**src/rtl/mux_4_rr_arbiter.sv**
```systemverilog
// rtl/mux_4_rr_arbiter.sv - round-robin arbiter/sequencer for a 4-to-1 mux; MUX_ARB_TIMEOUT_EN enables hold-limit pre-emption
module mux_4_rr_arbiter #(
    parameter int MAX_HOLD = 8,
    parameter int CW       = 4
) (
    input  logic       CLK,
    input  logic       RST_N,
    input  logic [3:0] REQ,
    output logic [3:0] GNT,
    output logic [1:0] S,
    output logic       EN,
    output logic       BUSY
);

    typedef enum logic {
        ST_IDLE  = 1'b0,
        ST_GRANT = 1'b1
    } state_t;

    state_t     state_q;
    logic [3:0] gnt_q;
    logic [1:0] s_q;
    logic [1:0] last_q;
    logic       en_q;

    logic [3:0] cand_d;
    logic [1:0] win_d;
    logic       owner_req_d;
    logic       others_d;
    logic       timeout_d;

    if (MAX_HOLD < 2 || MAX_HOLD > 15 || (1 << CW) <= MAX_HOLD) begin : g_bad_params
        $error("mux_4_rr_arbiter: MAX_HOLD must be 2..15 and below 2**CW");
    end

    // First set bit scanning LAST+1, LAST+2, LAST+3, LAST; later offsets are overwritten by earlier ones.
    function automatic logic [1:0] rr_pick(input logic [3:0] req, input logic [1:0] last);
        logic [1:0] idx;
        logic [1:0] pick;
        pick = last;
        for (int k = 4; k >= 1; k--) begin
            idx = last + 2'(k);
            if (req[idx]) begin
                pick = idx;
            end
        end
        return pick;
    endfunction

    // The owner is masked out so a pre-empted owner cannot immediately win itself back.
    always_comb begin
        cand_d      = REQ & ~gnt_q;
        win_d       = rr_pick(cand_d, last_q);
        owner_req_d = |(REQ & gnt_q);
        others_d    = |cand_d;
    end

`ifdef MUX_ARB_TIMEOUT_EN
    logic [CW-1:0] cnt_q;
    assign timeout_d = owner_req_d && others_d && (cnt_q >= CW'(MAX_HOLD - 1));
`else
    assign timeout_d = 1'b0;
`endif

    always_ff @(posedge CLK or negedge RST_N) begin
        if (!RST_N) begin
            state_q <= ST_IDLE;
            gnt_q   <= 4'b0000;
            s_q     <= 2'd0;
            en_q    <= 1'b0;
            last_q  <= 2'd3;
`ifdef MUX_ARB_TIMEOUT_EN
            cnt_q   <= '0;
`endif
        end else begin
            case (state_q)
                ST_IDLE: begin
                    if (|REQ) begin
                        state_q <= ST_GRANT;
                        gnt_q   <= 4'b0001 << win_d;
                        s_q     <= win_d;
                        en_q    <= 1'b1;
                        last_q  <= win_d;
`ifdef MUX_ARB_TIMEOUT_EN
                        cnt_q   <= '0;
`endif
                    end
                end
                ST_GRANT: begin
                    if (owner_req_d && !timeout_d) begin
`ifdef MUX_ARB_TIMEOUT_EN
                        if (cnt_q != {CW{1'b1}}) begin
                            cnt_q <= cnt_q + 1'b1;
                        end
`endif
                    end else if (others_d) begin
                        gnt_q   <= 4'b0001 << win_d;
                        s_q     <= win_d;
                        last_q  <= win_d;
`ifdef MUX_ARB_TIMEOUT_EN
                        cnt_q   <= '0;
`endif
                    end else begin
                        state_q <= ST_IDLE;
                        gnt_q   <= 4'b0000;
                        en_q    <= 1'b0;
                    end
                end
                default: begin
                    state_q <= ST_IDLE;
                    gnt_q   <= 4'b0000;
                    en_q    <= 1'b0;
                end
            endcase
        end
    end

    assign GNT  = gnt_q;
    assign S    = s_q;
    assign EN   = en_q;
    assign BUSY = (|REQ) || en_q;

endmodule

```
**config.mk**
```make
export PLATFORM = sky130hd
export DESIGN_NAME = mux_4_rr_arbiter
export DESIGN_NICKNAME = d
export VERILOG_FILES = /design/src/rtl/mux_4_rr_arbiter.sv
export SDC_FILE = /design/constraint.sdc
export NUM_CORES = 1
export LEC_CHECK = 0
export BUFFER_PORTS_ARGS = -buffer_cell sky130_fd_sc_hd__buf_2
export CORE_AREA = 4 4 41 43
export CTS_CLUSTER_SIZE = 28
export DETAILED_ROUTE_END_ITERATION = 7
export DIE_AREA = 0 0 45 47
export HOLD_SLACK_MARGIN = 0.08
export PLACE_DENSITY = 0.73
export SYNTH_ARGS = -nofsm -noshare
export SYNTH_HDL_FRONTEND = slang
export SYNTH_SLANG_ARGS = --single-unit
```
**constraint.sdc**
```tcl
create_clock -name CLK -period 1.4 [get_ports CLK]
set_input_delay 0.28 -clock CLK [delete_from_list [all_inputs] [get_ports CLK]]
set_output_delay 0.28 -clock CLK [all_outputs]
set_load 0.01 [all_outputs]
```
* After elaboration in Yosys (flattened, before gate mapping)
Index checks and enable logic that the tools add are counted.
Storage, ports and cells: flip-flop bits (word level) 10, latch bits 0, bits in writable memories 0, ROM bits 0, output and inout bits 8, logic and storage cells 52, memories kept 0
Operators by class: add/subtract/negate cells 3, multipliers 0, div/mod/pow operators 0, $lt $le $gt $ge 3, equality and inequality tests 4, shift-type cells 1, muxes and demuxes 25, bitwise operators 4, reduce and logical (&&, ||, !) cells 7
Operators with widths (count):
- two-way mux 2 bit | 6
- two-way mux 4 bit | 3
- OR reduction 4 bit | 3
- < comparator 2 x 3 -> 1 bit, second input constant | 3
- two-way mux 1 bit | 9
- bitwise AND 4 bit | 2
- one-hot mux 4 bit (2 select lines) | 1
- binary-select mux 1 bit (select 2 bit) | 3
- != test 2 bit, second input constant | 3
- AND reduction 3 bit | 2
- adder 2 bit, second input constant | 2
- inverter 4 bit | 1
- one-hot mux 1 bit (2 select lines) | 2
- one-hot mux 2 bit (2 select lines) | 1
- << shifter 1 x 2 -> 4 bit, first input constant | 1
- adder 2 x 1 -> 2 bit, second input constant | 1
- != test 2 x 1 -> 1 bit, second input constant | 1
- AND reduction 2 bit | 1
- logical OR 1 bit | 1
- inverter 1 bit | 1

* Logic depth before layout (Yosys ltp)
Gate-level depths: netlist of the first run.
depth after elaboration 11, mapped depth 5, depth with buffers taken out 5

* Worst setup path before layout of the first run
Ideal clock, no wire load.
path kind register to register, start register gnt_q[1] (netlist: GNT[1]), end register gnt_q[1] (netlist: GNT[1]), arrival time 1378 ps, setup slack -99 ps, stages on the path, launching flop included 6, period minus slack after synthesis 1499 ps, cell sequence dfrtp_1 -> a222oi_1 -> and3_2 -> a21oi_4 -> o21ba_1 -> a22o_1
On the way: longest elaborated chain between the ends 11, elaborated cells between the ends (all ways) 21
RTL lines:
- start: declaration | RTL line 21 | logic [3:0] gnt_q;
- start signal: assignment | RTL line 80 | gnt_q <= 4'b0001 << win_d;
- start signal: assignment | RTL line 97 | gnt_q <= 4'b0001 << win_d;
- inverter 4 bit | RTL line 52 | cand_d = REQ & ~gnt_q;
- bitwise AND 4 bit | RTL line 52
- binary-select mux 1 bit (select 2 bit) | RTL line 43 | if (req[idx]) begin
- two-way mux 1 bit (not written as such) | RTL line 43
- two-way mux 2 bit (3 in series) | RTL line 43
- << shifter 1 x 2 -> 4 bit | RTL line 80, 97
- two-way mux 4 bit | RTL line 96 | end else if (others_d) begin
- two-way mux 4 bit | RTL line 90 | if (owner_req_d && !timeout_d) begin
- one-hot mux 4 bit (2 select lines) | RTL line 76 | case (state_q)
Parallel ways exist; a longest one is shown, timed or not. The select of a mux whose other input is x is not followed. A chain may end at the register's enable or synchronous reset.

* Worst setup path in the final report of the first run
start register gnt_q[1] (netlist: GNT[1]), end register gnt_q[2] (netlist: GNT[2])
The elaborated chain is that of the path after synthesis.

==> results of run 1 <==
[cell usage in the layout (no fill, tap or decap), drive strengths merged, types with 2 or more instances in the layout]
master and instances:
a21o 2, a21oi 2, a22o 4, and3 2, buf 27, clkbuf 4, dfrtp 8, dfstp 2
inv 3, mux2 2, nand2b 3, nand3 2, nor2 4, nor2b 2, o21ai 4, or2b 2
[flip-flops by register name, summed over array words and instances, names as in the netlist]
name,flops
EN,1
GNT,4
S,2
last_q,2
state_q,1
[critical path, delay by kind of cell (launching register included)]
kind	cells	cell delay (ps)
flops	1	410
compound gates	3	600
simple gates	2	450
[repair_timing]
item / 4_1_cts / 5_1_grt
hold endpoints to repair: 8 / 0
buffers inserted: 3 / 2
setup endpoints to repair: 10 / 10
hold buffers: 1 / 0
gates resized for setup: 9 / 9
pin swaps: 3 / 2
[metrics by stage]
stage / area (um^2) / util [%] / setup TNS, ps / setup slack (ps)
finish: 867 / 66.6 / -782 / -119
global route: 867 / 66.6 / -1520 / -222
CTS: 826 / 63.5 / -960 / -145
detailed placement: 733 / 56.3 / -1230 / -207
global placement: 733 / 56.3 / -957 / -168
floorplan: 582 / - / -364 / -80.1
[where the power goes]
group	internal, mW	switching [mW]	total (mW)
combinational	0.557	0.468	1.03
sequential	0.435	0.101	0.536
clock	0.158	0.0939	0.252
[metal layers]
metal	GRT usage [%]	wire (um)	up-vias
li1	-	-	249
met1	18.8	603	250
met2	29.4	775	16
met3	2.30	81	4
met4	10.5	38	0
met5	0	0	-
[layout make-up]
cell class | count | share of cell area, %
clock buffers | 4 | 4.18
flip-flops and latches | 10 | 29.1
multi-input cells | 37 | 39.4
inverters | 3 | 1.30
well taps | 15 | 2.16
repair buffers | 28 | 23.8
[how the worst max path moves through the flow]
stage / start / end / slack, ps / depth (start not counted)
after floorplan: GNT[1] / GNT[0] / -80 / 5
after global placement: REQ[1] / GNT[0] / -170 / 6
after detailed placement: REQ[1] / GNT[0] / -210 / 6
after CTS: GNT[1] / GNT[2] / -150 / 5
after global routing: GNT[1] / GNT[2] / -220 / 5
final: GNT[1] / GNT[2] / -120 / 5
[logic make-up after synthesis]
| logic type | synth area share [%] |
|---|---|
| multiplexers | 4.04 |
| flip-flops | 45.4 |
| buffers and inverters | 2.02 |
| AND/OR/NAND/NOR | 26.3 |
| AO/OA/AOI/OAI | 22.2 |
==> metrics.txt, run 1 <==
CP Max Fanout=5; Post-Syn Area=557 um^2; DRC viols=0; final worst-path cycle share=108%; DR WL/cell=15.4 um; Max Root-Sink Buffers=2; area grow syn2layout=55.7%; vias=519; area occupied by multi-input gates=342 um^2; initial antenna violation count=0; RR Startpoint=GNT[1]; Power Density=2090 nW/um^2; Reg clk slew, reported paths=60 ps; Die Y=47 um; skew final=1.44 ps; global route overflow=0; Worst R2R End=GNT[2]; largest net degree at the start of global routing=11; CTS tree=yes; Leakage=0.416 nW; Setup CP Type=flop to flop; Avg Inst Size Synth=11.1 um^2; HP Class=primary input to asynchronous set/reset pin; asr flop ratio synth=100%; total core area=1300 um^2; Setup Viol. Count Final=9; FMAX=658 MHz; ratio of cells with drive above 1 in the final layout=59.8%; starting density of the core=42.8%; Post-DRT Antenna Nets=0; dominant synthesized flop cell=dfrtp_1; total detailed-routing wirelength=1.50 mm; top cell type's share of synthesized area=36.0%; flip-flop and latch area=253 um^2; violated checks=setup timing; placed cells=87; min cycle time layout=1520 ps; CP startpoint kind=flop; Fillers=106; post-DR vias/cell=5.35; cell type with the highest aggregate area in the netlist=dfrtp_1; gate count of the mapped netlist=50; drt first pass iters=5; CP Cell Sequence=a222oi_1 > and3_4 > a21oi_4 > nor3_4 > a22o_1; worst-margin pin slew=281 ps; top cells by area, synth=dfrtp_1, dfstp_2, a22o_1, mux2_2, nor4_4; Hold WS=401 ps; H-tree levels=1; register area share after synthesis=45.4%; final setup margin=-119 ps; worst-skew pair later-pin latency=260 ps; Yosys cell types=24; Arr. time, crit path=1720 ps; first-pass GRT wire length=2.44 mm; Worst R2R Path Depth=5; GRT Util Overall=16.6%; full die area=2120 um^2; reg-to-reg slack, setup=-120 ps; RSZ-0062 raised after global routing=true; Crit. End Element=flop; CTS Sinks=10; Slew headroom=81.3%; Slew Viols, Final=0; Antenna diodes=0; Final Hold Vio Count=0; CP peak stage delay=410 ps; top-level I/O count=14; vias in the first global route=524; Seq cells post-synth=10; Post-layout nets=89; Post-synth EDFFs=0; yosys warns=0; Num CTS Buffers=3; Initial DRC Count=8; routability cong.=0.835; # port buffers=13; row count=13; root buffer cell=clkbuf_4; worst path required time=1600 ps; Pwr Total=1.81 mW; count leader, synth=dfrtp_1; worst vdd ir=1.35 mV; status=finished with violations; total of max-cap violations=0; syn_nets=56; Final HPWL DP=1.10 mm; commonest cells in the netlist=dfrtp_1, a22o_1, nor2_1, o21ai_0; die width=45 um; Layout Cells excl Fill=97; Max stage delay cell, worst path=dfrtp_1
Note: power is estimated with default switching activity, not from simulation.
==> run 2: changes to the inputs <==
ABC_AREA = 1   (was default)
CORE_AREA = 4 4 45 47   (was 4 4 41 43)
DIE_AREA = 0 0 49 51   (was 0 0 45 47)
PLACE_DENSITY = 0.74   (was 0.73)
==> run 2 against run 1 <==
  * Largest power group unchanged
  * The flow still finishes with violations (setup timing)
  * Clock skew up 2.3 ps
  * Non-clock buffer count is 6 lower
  * Critical endpoint is now GNT[0]
  * Hold slack worse by 59 ps
  * Sequential cell count is the same
  * Wire length grew 24%
  * Critical path type unchanged
  * Clock power decreased by 19%
==> metrics.txt, run 2 <==
status=finished with violations; violated checks=setup timing; post-synthesis adder-cell area fraction=0% (unchanged); XOR/XNOR Fraction of Synth Area=0% (unchanged); row count=15 (+2); first-pass GRT wire length=3.22 mm (+32%); Arr. time, crit path=1800 ps (+80 ps); Power Density=2640 nW/um^2 (+26%); worst-margin pin slew=271 ps (-9.66 ps); Compound-Gate Fraction of Synth Area=9.25% (-13 points); Crit. End Element=flop; ratio of cells with drive above 1 in the final layout=41.0% (-19 points); Pwr Total=2.55 mW (+41%); DRC viols=0 (unchanged); Avg Inst Size Synth=6.70 um^2 (-40%); most frequent cells in the layout=nand2_1, buf_2, nand2_2; Largest register FFs=4 (unchanged); simple-gate share of the synthesized area=46.9% (+21 points); HP Start=REQ[0]; CP endpoint=GNT[0]; vias in the first global route=746 (+42%); Yosys cell types=20 (-17%); gate count of the mapped netlist=109 (+120%); dominant synthesized flop cell=dfrtp_1; Worst R2R End=GNT[0]; Worst R2R Path Depth=11 (+6); Final HPWL DP=1.41 mm (+27%); Hold WS=342 ps (-58.7 ps); cell type with the highest aggregate area in the netlist=dfrtp_1; routability cong.=0.871 (+4.3%); vias=775 (+49%); Post-Syn Area=731 um^2 (+31%); CTS Sinks=10 (unchanged); initial antenna violation count=0 (unchanged); CP startpoint kind=flop; FMAX=609 MHz (-7.6%); worst vdd ir=1.54 mV (+13%); Reg clk slew, reported paths=60 ps (about the same); Initial DRC Count=15 (+7); Post-synth EDFFs=0 (unchanged); area grow syn2layout=32.0%; H-tree levels=1 (unchanged); leading cell type in the layout, fill and taps excluded=nand2_1; HP Class=primary input to flop; post-DR vias/cell=5.13 (-4.1%); CP Max Fanout=8 (+3); Post-DRT Antenna Nets=0 (unchanged); count leader, synth=nand2_1; Antenna diodes=0 (unchanged); drt first pass iters=4 (-1); min cycle time layout=1640 ps (+124 ps); top cells by area, synth=dfrtp_1, nand2_1, nand3_1, dfstp_2, nand2_2; die width=49 um (+8.9%); GRT Util Overall=16.2% (-0.38 points); largest net degree at the start of global routing=11 (unchanged); reg-to-reg slack, setup=-240 ps (-120 ps); Setup CP Type=flop to flop; global route overflow=0 (unchanged); asr flop ratio synth=100% (unchanged); RR Startpoint=last_q[0]; Post-layout nets=141 (+58%); top cell type's share of synthesized area=27.4% (-8.6 points); full die area=2500 um^2 (+18%); final worst-path cycle share=117% (+8.9 points); Num CTS Buffers=3 (unchanged); Die Y=51 um (+8.5%); Seq cells post-synth=10 (unchanged); final setup margin=-243 ps (-124 ps); CTS tree=yes; worst path required time=1560 ps (-40 ps); syn_nets=115 (+110%); yosys warns=0 (unchanged); total core area=1650 um^2 (+27%); total detailed-routing wirelength=1.85 mm (+24%); total of max-cap violations=0 (unchanged); Setup Viol. Count Final=8 (-1); post-synthesis mux area share=0% (-4.0 points); Slew headroom=81.8% (+0.51 points); Final Hold Vio Count=0 (unchanged); post-place setup slack=-192 ps (+14.7 ps); starting density of the core=44.2% (+1.5 points); RSZ-0062 raised after global routing=true; register area share after synthesis=34.6% (-11 points); commonest cells in the netlist=nand2_1, nand3_1, inv_1, dfrtp_1, nand2_2; root buffer cell=clkbuf_4; Max Root-Sink Buffers=2 (unchanged); worst-skew pair later-pin latency=260 ps (about the same); # port buffers=13 (unchanged); DR WL/cell=12.3 um (-21%); top-level I/O count=14 (unchanged); skew final=3.71 ps (+2.27 ps); largest family of logic cells by synthesized area=simple AND/OR/NAND/NOR gates; Leakage=0.528 nW (+27%); Slew Viols, Final=0 (unchanged); origin of the worst setup path=last_q[0]; Layout Utilization=58.4% (-8.2 points); placed cells=144 (+66%); Layout Cells excl Fill=151 (+56%)
-- run 2: cells by family (layout without fill, tap and decap cells) --
family                 count (synthesis)  in the layout
flip-flops                            10             10
AND/OR/NAND/NOR                       74             74
AO/OA/AOI/OAI                         11             11
buffers and inverters                 14             39
-- run 2: report_power, final --
group	internal, mW	switching, mW
clock	0.110	0.0950
sequential	0.436	0.149
combinational	0.681	1.08
-- run 2: cell type report --
type / count / area, um^2
clock buffer: 4 / 26.3
fill: 159 / 687
inverter: 13 / 56.3
multi-input combinational: 85 / 467
sequential: 10 / 253
tap: 17 / 21.3
timing repair buffer: 22 / 141
-- run 2: worst min path at each step --
stage | to | slack (ps) | cells past startpoint
global route | state_q | 360 | 3
floorplan | EN | -20 | 0
global placement | GNT[1] | 150 | 1
finish | state_q | 340 | 3
CTS | state_q | 330 | 3
detailed placement | S[1] | 150 | 1
-- run 2: through the flow --
step	setup TNS (ps)	area, um^2
2_1_floorplan	-221	756
3_3_place_gp	-1240	876
3_5_place_dp	-1410	876
4_1_cts	-1470	937
5_1_grt	-2470	965
6_report	-1570	965
-- run 2: what timing repair did --
item / in CTS / in global routing
pin swaps: 10 / 2
hold buffers: 1 / 0
endpoints found under the hold margin: 8 / 0
resized for setup: 4 / 6
buffers inserted: 1 / 1
endpoints found under the setup margin: 8 / 9
-- run 2: worst max-delay path, stage by stage, from the launching register on --
cell and delay, ps:
dfstp_2 670, nand3_2 150, nand2_1 120, nand2_1 60, nand2_1 70, nand2_2 70, nand2_2 100, nand2_1 80
nand2_2 80, nor2_1 40, nand2_1 50, nand2_1 50
-- run 2: routing by layer --
layer  wire [um]  global-route usage [%]  vias up
li1            -                       -      395
met1         857                    19.9      363
met2         926                    28.5       15
met3          55                    2.92        2
met4          12                    5.38        0
met5           0                       0        -
